$ cat config.mk
export PLATFORM = sky130hd
export DESIGN_NAME = mem_stall_ctrl
export DESIGN_NICKNAME = d
export VERILOG_FILES = /design/src/rtl/mem_stall_ctrl.sv
export SDC_FILE = /design/constraint.sdc
export NUM_CORES = 1
export LEC_CHECK = 0
export CAP_MARGIN = 0
export CORE_MARGIN = 3
export CORE_UTILIZATION = 25
export DETAILED_ROUTE_END_ITERATION = 7
export GPL_TIMING_DRIVEN = 0
export PLACE_DENSITY = 0.6
export SLEW_MARGIN = 20
export SYNTH_ARGS = -nofsm -noshare
export SYNTH_HDL_FRONTEND = slang
export SYNTH_SLANG_ARGS = --single-unit
$ cat constraint.sdc
create_clock -name clk -period 4.3 [get_ports clk]
set_clock_uncertainty 0.2 [all_clocks]
set_input_delay 0.645 -clock clk [delete_from_list [all_inputs] [get_ports clk]]
set_output_delay 0.645 -clock clk [all_outputs]
set_load 0.1 [all_outputs]
$ cat src/rtl/mem_stall_ctrl.sv
// Memory-stage stall controller: generates the pipeline advance enable and
// sequences read-miss block refills and write-through stores to main memory.
`timescale 1ns/1ps
module mem_stall_ctrl #(
  parameter int SIZE        = 32,
  parameter int BLOCK_WORDS = 4
) (
  input  logic            clk,
  input  logic            rst_n,
  input  logic            MemRead,
  input  logic            MemWrite,
  input  logic [SIZE-1:0] addr,
  input  logic [SIZE-1:0] writeData,
  input  logic            tag_match,
  output logic            hit,
  output logic            mem_req,
  output logic            mem_we,
  output logic [SIZE-1:0] mem_addr,
  output logic [SIZE-1:0] mem_wdata,
  input  logic            mem_ack,
  input  logic [SIZE-1:0] mem_rdata,
  output logic            fill_we,
  output logic [SIZE-1:0] fill_addr,
  output logic [SIZE-1:0] fill_data,
  output logic            fill_valid_set,
  output logic [15:0]     miss_count
);

  // state  | meaning
  // IDLE   | evaluate MEM-stage request; read hits advance with no stall
  // WRITE  | write-through store to main memory
  // REFILL | fetch BLOCK_WORDS words of the missing block into the cache
  // DONE   | one advance cycle; requests ignored so a held store is not reissued

  localparam int CW  = $clog2(BLOCK_WORDS);
  localparam int OFS = CW + 2;
  localparam logic [SIZE-1:0] BASE_MASK = ~SIZE'((2 ** OFS) - 1);

  typedef enum logic [1:0] {S_IDLE, S_WRITE, S_REFILL, S_DONE} state_t;

  state_t          r_state;
  state_t          w_next;
  logic [SIZE-1:0] r_addr;
  logic [SIZE-1:0] r_wdata;
  logic            r_tag;
  logic [CW-1:0]   r_cnt;
  logic [15:0]     r_miss_count;
  logic            w_last;
  logic [SIZE-1:0] w_refill_addr;

  assign w_last        = (r_cnt == CW'(BLOCK_WORDS - 1));
  assign w_refill_addr = r_addr + (SIZE'(r_cnt) << 2);
  assign miss_count    = r_miss_count;

  // r_addr holds the store address in WRITE and the block base in REFILL
  always_ff @(posedge clk or negedge rst_n) begin
    if (!rst_n) begin
      r_state      <= S_IDLE;
      r_addr       <= '0;
      r_wdata      <= '0;
      r_tag        <= 1'b0;
      r_cnt        <= '0;
      r_miss_count <= '0;
    end else begin
      r_state <= w_next;
      case (r_state)
        S_IDLE: begin
          if (MemWrite) begin
            r_addr  <= addr;
            r_wdata <= writeData;
            r_tag   <= tag_match;
          end else if (MemRead && !tag_match) begin
            r_addr <= addr & BASE_MASK;
            r_cnt  <= '0;
            if (r_miss_count != 16'hFFFF)
              r_miss_count <= r_miss_count + 16'd1;
          end
        end
        S_REFILL: begin
          if (mem_ack && !w_last)
            r_cnt <= r_cnt + CW'(1);
        end
        default: ;
      endcase
    end
  end

  always_comb begin
    w_next         = r_state;
    hit            = 1'b0;
    mem_req        = 1'b0;
    mem_we         = 1'b0;
    mem_addr       = '0;
    mem_wdata      = '0;
    fill_we        = 1'b0;
    fill_addr      = '0;
    fill_data      = '0;
    fill_valid_set = 1'b0;
    case (r_state)
      S_IDLE: begin
        if (MemWrite) begin
          w_next = S_WRITE;
        end else if (MemRead && !tag_match) begin
          w_next = S_REFILL;
        end else begin
          hit = 1'b1;
        end
      end
      S_WRITE: begin
        mem_req   = 1'b1;
        mem_we    = 1'b1;
        mem_addr  = r_addr;
        mem_wdata = r_wdata;
        fill_addr = r_addr;
        fill_data = r_wdata;
        if (mem_ack) begin
          fill_we = r_tag;
          w_next  = S_DONE;
        end
      end
      S_REFILL: begin
        mem_req   = 1'b1;
        mem_addr  = w_refill_addr;
        fill_addr = w_refill_addr;
        fill_data = mem_rdata;
        if (mem_ack) begin
          fill_we = 1'b1;
          if (w_last) begin
            fill_valid_set = 1'b1;
            w_next         = S_DONE;
          end
        end
      end
      S_DONE: begin
        hit    = 1'b1;
        w_next = S_IDLE;
      end
      default: w_next = S_IDLE;
    endcase
    if (!rst_n)
      hit = 1'b0;
  end

endmodule

# Yosys cells after proc, flatten, opt, wreduce, memory -nomap -nowiden
# Cells that the tools add are included.
[word_totals]
in_bits = 102
wordCells = 62
reg_bits = 85
[op_classes]
n_addsub = 3
bitwise = 1
muxes = 27
n_reduce_logical = 13
n_eq_ne = 12
[op_table]
columns = ["operator", "count"]
rows = [
  ["$pmux 32 s2", 2],
  ["$mux 32", 3],
  ["$add 32x4->32", 1],
  ["$add 16x1->16 const B", 1],
  ["$mux 2", 8],
  ["$ne 16x16->1 const B", 1],
  ["$ne 2x2->1 const B", 6],
  ["$reduce_and 4->1", 3],
  ["$mux 1", 10],
  ["$pmux 2 s4", 1],
  ["$eq 2x2->1 const B", 3],
  ["$pmux 1 s2", 2],
  ["$pmux 2 s2", 1],
  ["$reduce_and 2->1", 2],
  ["$reduce_bool 2->1", 2],
  ["$ne 3x3->1 const B", 1],
  ["$add 2x1->2 const B", 1],
  ["$eq 2x1->1 const B", 1],
  ["$logic_and 1x1->1", 2],
  ["$logic_not 1->1", 2],
  ["$logic_not 2->1", 1],
  ["$reduce_or 2->1", 1],
  ["$not 1->1", 1],
]

# Depth between registers and ports, before layout
# Gate-level depths: netlist of run 1.
[logic_depth]
depth_word = 6
depth_mapped = 9

# Least setup slack after synthesis of run 1
# Ideal clock, no wire load.
[synth_timing]
path_type = "flip-flop to output port"
startpoint = "reg r_state[0]"
endpoint = "out mem_addr[11]"
slack_ns = -1.689
t_arrival_ns = 5.144
path_stages_with_launch = 8
required_time_ns = 3.455
n_path_buf = 2
cell_sequence = "dfrtp_1 inv_1 ha_1 clkbuf_1 nand2_1 or4_2 o21ai_0 buf_4"
[synth_via]
elab_chain_cells = 2
[synth_rtl]
columns = ["element", "line", "text"]
rows = [
  ["start: declaration", "41", "state_t r_state;"],
  ["start signal: assignment", "65", "r_state <= w_next;"],
  ["$eq 2x2->1 or $eq 2x1->1 (tied branches)", "n/a", ""],
  ["$pmux 32 s2 *", "n/a", ""],
  ["end: declaration", "18", "output logic [SIZE-1:0] mem_addr,"],
]
# Every way passes the cells marked *; elsewhere a longest branch is shown, timed or not.

# Final worst setup path of run 1
[layout_timing]
startpoint = "reg r_addr[3]"
endpoint = "out mem_addr[23]"
[layout_via]
elab_chain_cells = 2
[layout_rtl]
columns = ["element", "line", "text"]
rows = [
  ["start: declaration", "43", "logic [SIZE-1:0] r_addr;"],
  ["start signal: assignment", "69", "r_addr <= addr;"],
  ["start signal: assignment", "73", "r_addr <= addr & BASE_MASK;"],
  ["$add 32x4->32", "52", "assign w_refill_addr = r_addr + (SIZE'(r_cnt) << 2);"],
  ["$pmux 32 s2", "99", "case (r_state)"],
]
# No other way between the ends.

==> results of run 1 <==
placed cells by master, fill, tap and decap left out, drive strengths merged, types with 4 or more instances in the layout:
cell type        n
o21ai           17
nand3           17
xor2            14
mux2            62
o311ai           7
a22o             6
a21oi           41
nor2            52
nand4            9
nand2b           5
o31ai            8
inv             13
dlymetal6s2s    10
nor4b            4
and2            39
clkdlybuf4s50  150
a32o             4
ha               9
dfrtp           85
a31oi            6
clkdlybuf4s15   35
and3             5
or4              4
nor4             5
nor3             5
clkbuf          54
nand2           31
dlygate4sd2     20
nand3b           4
buf             54
nor3b            5
timing repair:
| action | CTS | global route |
|---|---|---|
| endpoints found under the hold margin | 20 | 0 |
| setup buffers | 0 | 1 |
| setup endpoints to repair | 90 | 53 |
| hold buffers | 1 | 0 |
| gates cloned | 0 | 0 |
| pin swaps | 0 | 1 |
| resized for setup | 236 | 61 |
logic make-up (layout without fill, tap and decap cells):
| family | after synthesis | after routing | share of synthesized area |
|---|---|---|---|
| other | 0 | 1 | 0 |
| and+or+nand+nor | 196 | 196 | 0.1961 |
| AOI/OAI and AO/OA | 116 | 116 | 0.1436 |
| buffers and inverters | 76 | 343 | 0.07887 |
| DFF | 85 | 85 | 0.3955 |
| muxes | 64 | 64 | 0.1336 |
| adders and majority gates | 10 | 10 | 0.02466 |
| xor gates and xnor gates | 17 | 17 | 0.02769 |
area by class of cell:
class / instances / area [µm²] / share of cell area
multi-input cells: 403 / 3088 / 0.3531
repair buffers: 252 / 2451 / 0.2803
flip-flops and latches: 85 / 2127 / 0.2432
plain buffers: 65 / 387.9 / 0.04436
well taps: 275 / 344.1 / 0.03935
clock buffers: 9 / 225.2 / 0.02575
clock inverters: 7 / 81.33 / 0.009300
inverters: 10 / 37.54 / 0.004292
diodes: 1 / 2.502 / 0.0002862
metrics by stage:
| stage | hold slack [ps] | TNS (ps) |
|---|---|---|
| after floorplan | 149.4 | -2749 |
| after global placement | 266.9 | -107490 |
| after detailed placement | 277.7 | -15430 |
| after CTS | 294.0 | -58.78 |
| after global routing | 316.3 | -446.9 |
| final | 293.7 | 0 |
sequential cells by signal, indices dropped and copies added (netlist names):
name,count
miss_count,16
r_cnt,2
r_tag,1
r_addr,32
r_state,2
r_wdata,32
how the worst max path moves through the flow:
stage               from      endpoint  slack, ps  depth (start not counted)
6_report       r_addr[3]  mem_addr[23]         40                          7
5_1_grt        r_addr[3]  mem_addr[21]       -140                          7
4_1_cts        r_addr[3]  mem_addr[23]        -20                          7
3_5_place_dp   r_addr[2]  mem_addr[30]       -920                          9
3_3_place_gp       rst_n           hit      -2330                          3
2_1_floorplan   r_cnt[0]  mem_addr[30]       -550                          8
routing by layer:
metal  wire length (µm)  global-route usage  vias up
met5                 27                   0        -
met1               8448              0.2075     2503
met4                306             0.04370        4
met3               1582             0.05169       20
li1                   -                   -     2517
met2               9195              0.2683      207
critical path: stages, from the launching register on:
cell	delay, ps
dfrtp_1	420
ha_1	320
a21oi_1	190
nor4_2	790
nand3_1	370
o31ai_4	300
buf_4	140
clkdlybuf4s15_2	540
==> metrics, run 1 <==
Slew Limit Headroom=0.3217; hold path endpoint=miss_count[15]; minimum clock period after layout=4263 ps; # DRC=0; global-route wire length before repair=30,550 µm; average wire per cell in the routed design=17.67 µm; most frequently used flop master after synthesis=dfrtp_1; endpoint of the most critical register-to-register path=r_addr[21]; I/O Buffers=249; total routing resource utilization after global routing=0.1630; weighted congestion reported at the end of routability-driven placement=0.8260; leading area contributor after synthesis=dfrtp_1; core area=0.02109 mm²; Detailed Route WL=19,560 µm; Layout Area Growth over Synthesis=62.61%; max-slew violations=0; Cells after Synth=564; ys async rst share=1.000; Setup crit start kind=flip-flop; die height=152.7 µm; unrepaired setup endpoints after global routing=true; fillers=2,147; clock-pin slew on the worst setup and hold paths=70 ps; post-route non-filler standard cell count=1,107; total grt overflow=0; #FFs+latches synth=85; Max H-tree Level=3; master cell of the clock root buffer=clkbuf_16; arrival time at the worst endpoint=3420 ps; Vias/cell=4.743; First-pass DRT Iterations=4; Die Area=0.02331 mm²; source-to-sink clock delay at the later pin of the worst-skew pair=340 ps; setup slack after layout=36.94 ps; Post-Route Utilization=0.4147; share of layout cells above drive strength 1=0.3117; largest driver fanout on the critical path=8; classification of the worst-slack hold path=flip-flop to flip-flop; antenna violations before repair=2; number of nets in the finished design=938; total clock buffers created by CTS=9; TritonCTS clock tree=yes; hold violation total from the final report=0; synth warn=0; Hold Path Stages=1; Max Root-Sink Buffers=2; post-route antenna net violation count=0; HP Start=miss_count[15]; number of clock sinks=85; post-route cell area=0.008745 mm²; Worst setup EP type=primary output; detailed router's first-iteration violation count=210; largest cells by area after synthesis=dfrtp_1 (40%), mux2_2 (13%), buf_4 (4.6%), and2_1 (4.5%), a21oi_1 (3.8%); most frequent cells after synthesis=dfrtp_1 (85), mux2_2 (62), nor2_1 (52); Placement Cell Area=0.008476 mm²; pre-CTS WS=-917.3 ps; count of final setup violators=0; placed cell count=1,089; synthesized area per cell=9.535 µm²; routed vias=5,251; synthesized net count=676; reg-to-reg critical path startpoint=r_state[0]; number of placement rows=53; sequential-to-total area share from yosys stat=0.3955; maxcap violations=0; achievable frequency=234.6 MHz; Data required, critical path=3450 ps; number of synthesized flops with an enable pin=0; x dimension of the die=152.7 µm; combined area of all synthesized cells=0.005378 mm²; crit path kind=flip-flop to primary output; number of distinct standard cells referenced by the synthesized netlist=62; worst-margin pin slew=1014 ps; most common cell in the synthesized netlist=dfrtp_1; estimated wirelength of the detail-placed design=15,080 µm; run status=finished clean; Period Utilization, post-route=0.9914; number of global-route vias before repair=5,464; Initial Util=0.2550; FF-to-FF setup slack=1750 ps; proportion of netlist area held by the largest area contributor=0.3955; largest net degree at the start of global routing=67; number of I/O pins=251; Register-to-Register Path Depth=6
Power of run 1 is not shown: default switching activity piles up to over one toggle a cycle in this logic, so the estimate is an artifact.
==> run 2: changes to the inputs <==
--- a/config.mk
+++ b/config.mk
@@ -6,11 +6,11 @@
 export NUM_CORES = 1
 export LEC_CHECK = 0
 export CAP_MARGIN = 0
-export CORE_MARGIN = 3
+export CORE_MARGIN = 2
 export CORE_UTILIZATION = 25
 export DETAILED_ROUTE_END_ITERATION = 7
 export GPL_TIMING_DRIVEN = 0
-export PLACE_DENSITY = 0.6
+export PLACE_DENSITY = 0.62
 export SLEW_MARGIN = 20
 export SYNTH_ARGS = -nofsm -noshare
 export SYNTH_HDL_FRONTEND = slang
==> constraint.sdc (replaced) <==
create_clock -name clk -period 3.9 [get_ports clk]
set_clock_uncertainty 0.2 [all_clocks]
set_input_delay 0.585 -clock clk [delete_from_list [all_inputs] [get_ports clk]]
set_output_delay 0.585 -clock clk [all_outputs]
set_load 0.1 [all_outputs]
==> metrics, run 2 (synthesis results as in run 1) <==
run status=finished clean; core area=0.02109 mm² (unchanged); total grt overflow=0 (unchanged); largest net degree at the start of global routing=59 (-12%); Register-to-Register Path Depth=6 (unchanged); x dimension of the die=150.7 µm (-1.3%); cell family with the largest share of critical-path delay=simple AND/OR/NAND/NOR gates; count of final setup violators=0 (unchanged); achievable frequency=261.8 MHz; largest driver fanout on the critical path=9 (+1); post-route antenna net violation count=0 (unchanged); setup slack after layout=80.16 ps (+43.22 ps); First-pass DRT Iterations=4 (unchanged); number of nets in the finished design=947 (+0.96%); Layout Area Growth over Synthesis=68.50%; Detailed Route WL=19,600 µm (+0.21%); share of layout cells above drive strength 1=0.3679 (+0.05618); Placement Cell Area=0.008666 mm² (+2.2%); Initial Util=0.2550 (unchanged); Seq. cell area=0.002128 mm² (about the same); HP Start=r_addr[1]; most frequent cells in the layout=clkdlybuf4s50_1 (117), dfrtp_1 (84), mux2_2 (62), buf_4 (44), and2_1 (39); Die Area=0.02270 mm² (-2.6%); maxcap violations=0 (unchanged); Worst setup EP type=primary output; diodes inserted=0 (-1); number of I/O pins=251 (unchanged); max-slew violations=0 (unchanged); total clock buffers created by CTS=9 (unchanged); Max H-tree Level=3 (unchanged); minimum clock period after layout=3820 ps; total routing resource utilization after global routing=0.1721 (+0.009084); number of placement rows=53 (unchanged); hold path endpoint=r_addr[1]; stage delay of the slowest cell on the critical path=430 ps (-360 ps); pre-CTS WS=-809.2 ps (+108.2 ps); critical path's slowest cell=or4_4; Setup crit start kind=flip-flop; number of clock sinks=85 (unchanged); average wire per cell in the routed design=17.58 µm (-0.50%); Slew Limit Headroom=0.3173 (-0.004392); TritonCTS clock tree=yes; minimum hold slack=285.2 ps (-8.463 ps); source-to-sink clock delay at the later pin of the worst-skew pair=350 ps (about the same); unrepaired setup endpoints after global routing=true; weighted congestion reported at the end of routability-driven placement=0.7899 (-4.4%); number of global-route vias before repair=5,277 (-3.4%); Buf+Inv Stages, Crit Path=4 (+2); post-route cell area=0.009061 mm² (+3.6%); clock-pin slew on the worst setup and hold paths=60 ps (about the same); detailed router's first-iteration violation count=203 (-3.3%); die height=150.7 µm (-1.3%); ordered list of cells on the worst path=ha_4, inv_2, fa_2, nand2b_4, or4_4, buf_8, o31a_1, a221oi_4, buf_12, buf_16; reg-to-reg critical path startpoint=r_state[0]; arrival time at the worst endpoint=3030 ps (-390 ps); routed vias=5,337 (+1.6%); estimated wirelength of the detail-placed design=15,020 µm (-0.39%); endpoint of the most critical register-to-register path=r_addr[21]; Max Root-Sink Buffers=2 (unchanged); crit path kind=flip-flop to primary output; fillers=2,118 (-1.4%); Vias/cell=4.787 (+0.91%); commonest non-fill, non-tap cell in the layout=clkdlybuf4s50_1; Period Utilization, post-route=0.9794; Hold Path Stages=1 (unchanged); I/O Buffers=249 (unchanged); Data required, critical path=3120 ps (-330 ps); antenna violations before repair=0 (-2); Post-Route Utilization=0.4297 (+0.01501); FF-to-FF setup slack=1290 ps (-460 ps); classification of the worst-slack hold path=flip-flop to flip-flop; master cell of the clock root buffer=clkbuf_16; # DRC=0 (unchanged); hold violation total from the final report=0 (unchanged); area used by multi-input combinational logic=0.003286 mm² (+6.4%); global-route wire length before repair=29,860 µm (-2.3%); worst-margin pin slew=1021 ps (+6.567 ps)
run 2: through the flow:
step / std cells / TNS, ps
2_1_floorplan: 564 / 0
3_3_place_gp: 1088 / -148160
3_5_place_dp: 1089 / -28010
4_1_cts: 1110 / -115.0
5_1_grt: 1115 / -68.36
6_report: 1115 / 0
run 2: how the worst max path moves through the flow:
stage          cells after the start  slack (ps)        from      endpoint
2_1_floorplan                      9           8    r_cnt[0]  mem_addr[18]
3_3_place_gp                       3       -2850       rst_n           hit
3_5_place_dp                       9        -810  r_state[1]   mem_addr[4]
4_1_cts                           10         -60   r_addr[2]  mem_addr[20]
5_1_grt                           10         -40   r_addr[2]  mem_addr[18]
6_report                          10          80   r_addr[2]  mem_addr[18]
run 2: area by class of cell:
cell class | instances | share of cell area
inverters | 10 | 0.004143
well taps | 275 | 0.03797
plain buffers | 66 | 0.04999
clock buffers | 10 | 0.02637
multi-input cells | 403 | 0.3626
clock inverters | 6 | 0.007733
repair buffers | 260 | 0.2763
flip-flops and latches | 85 | 0.2349
run 2: timing repair:
item | CTS | global route
buffers inserted | 3 | 5
setup endpoints to repair | 110 | 78
resized for setup | 350 | 101
cloned | 0 | 0
endpoints found under the hold margin | 28 | 0
pin swaps | 0 | 3
hold buffers | 2 | 0
run 2: metal layers:
metal / vias to the layer above / global-route usage / share of wire
met5: - / 0 / 0
li1: 2535 / - / -
met3: 16 / 0.05394 / 0.085
met2: 206 / 0.2936 / 0.49
met1: 2580 / 0.2134 / 0.42
met4: 0 / 0.03738 / 0.0095
run 2: worst register-to-register path, delay by kind of cell, from the launching register on:
family	cells	cell delay, ps
buffers and inverters	3	970
muxes	1	410
DFF	1	380
AOI/OAI and AO/OA	1	360
adders and majority gates	1	180
Power of run 2 is left out for the same reason.
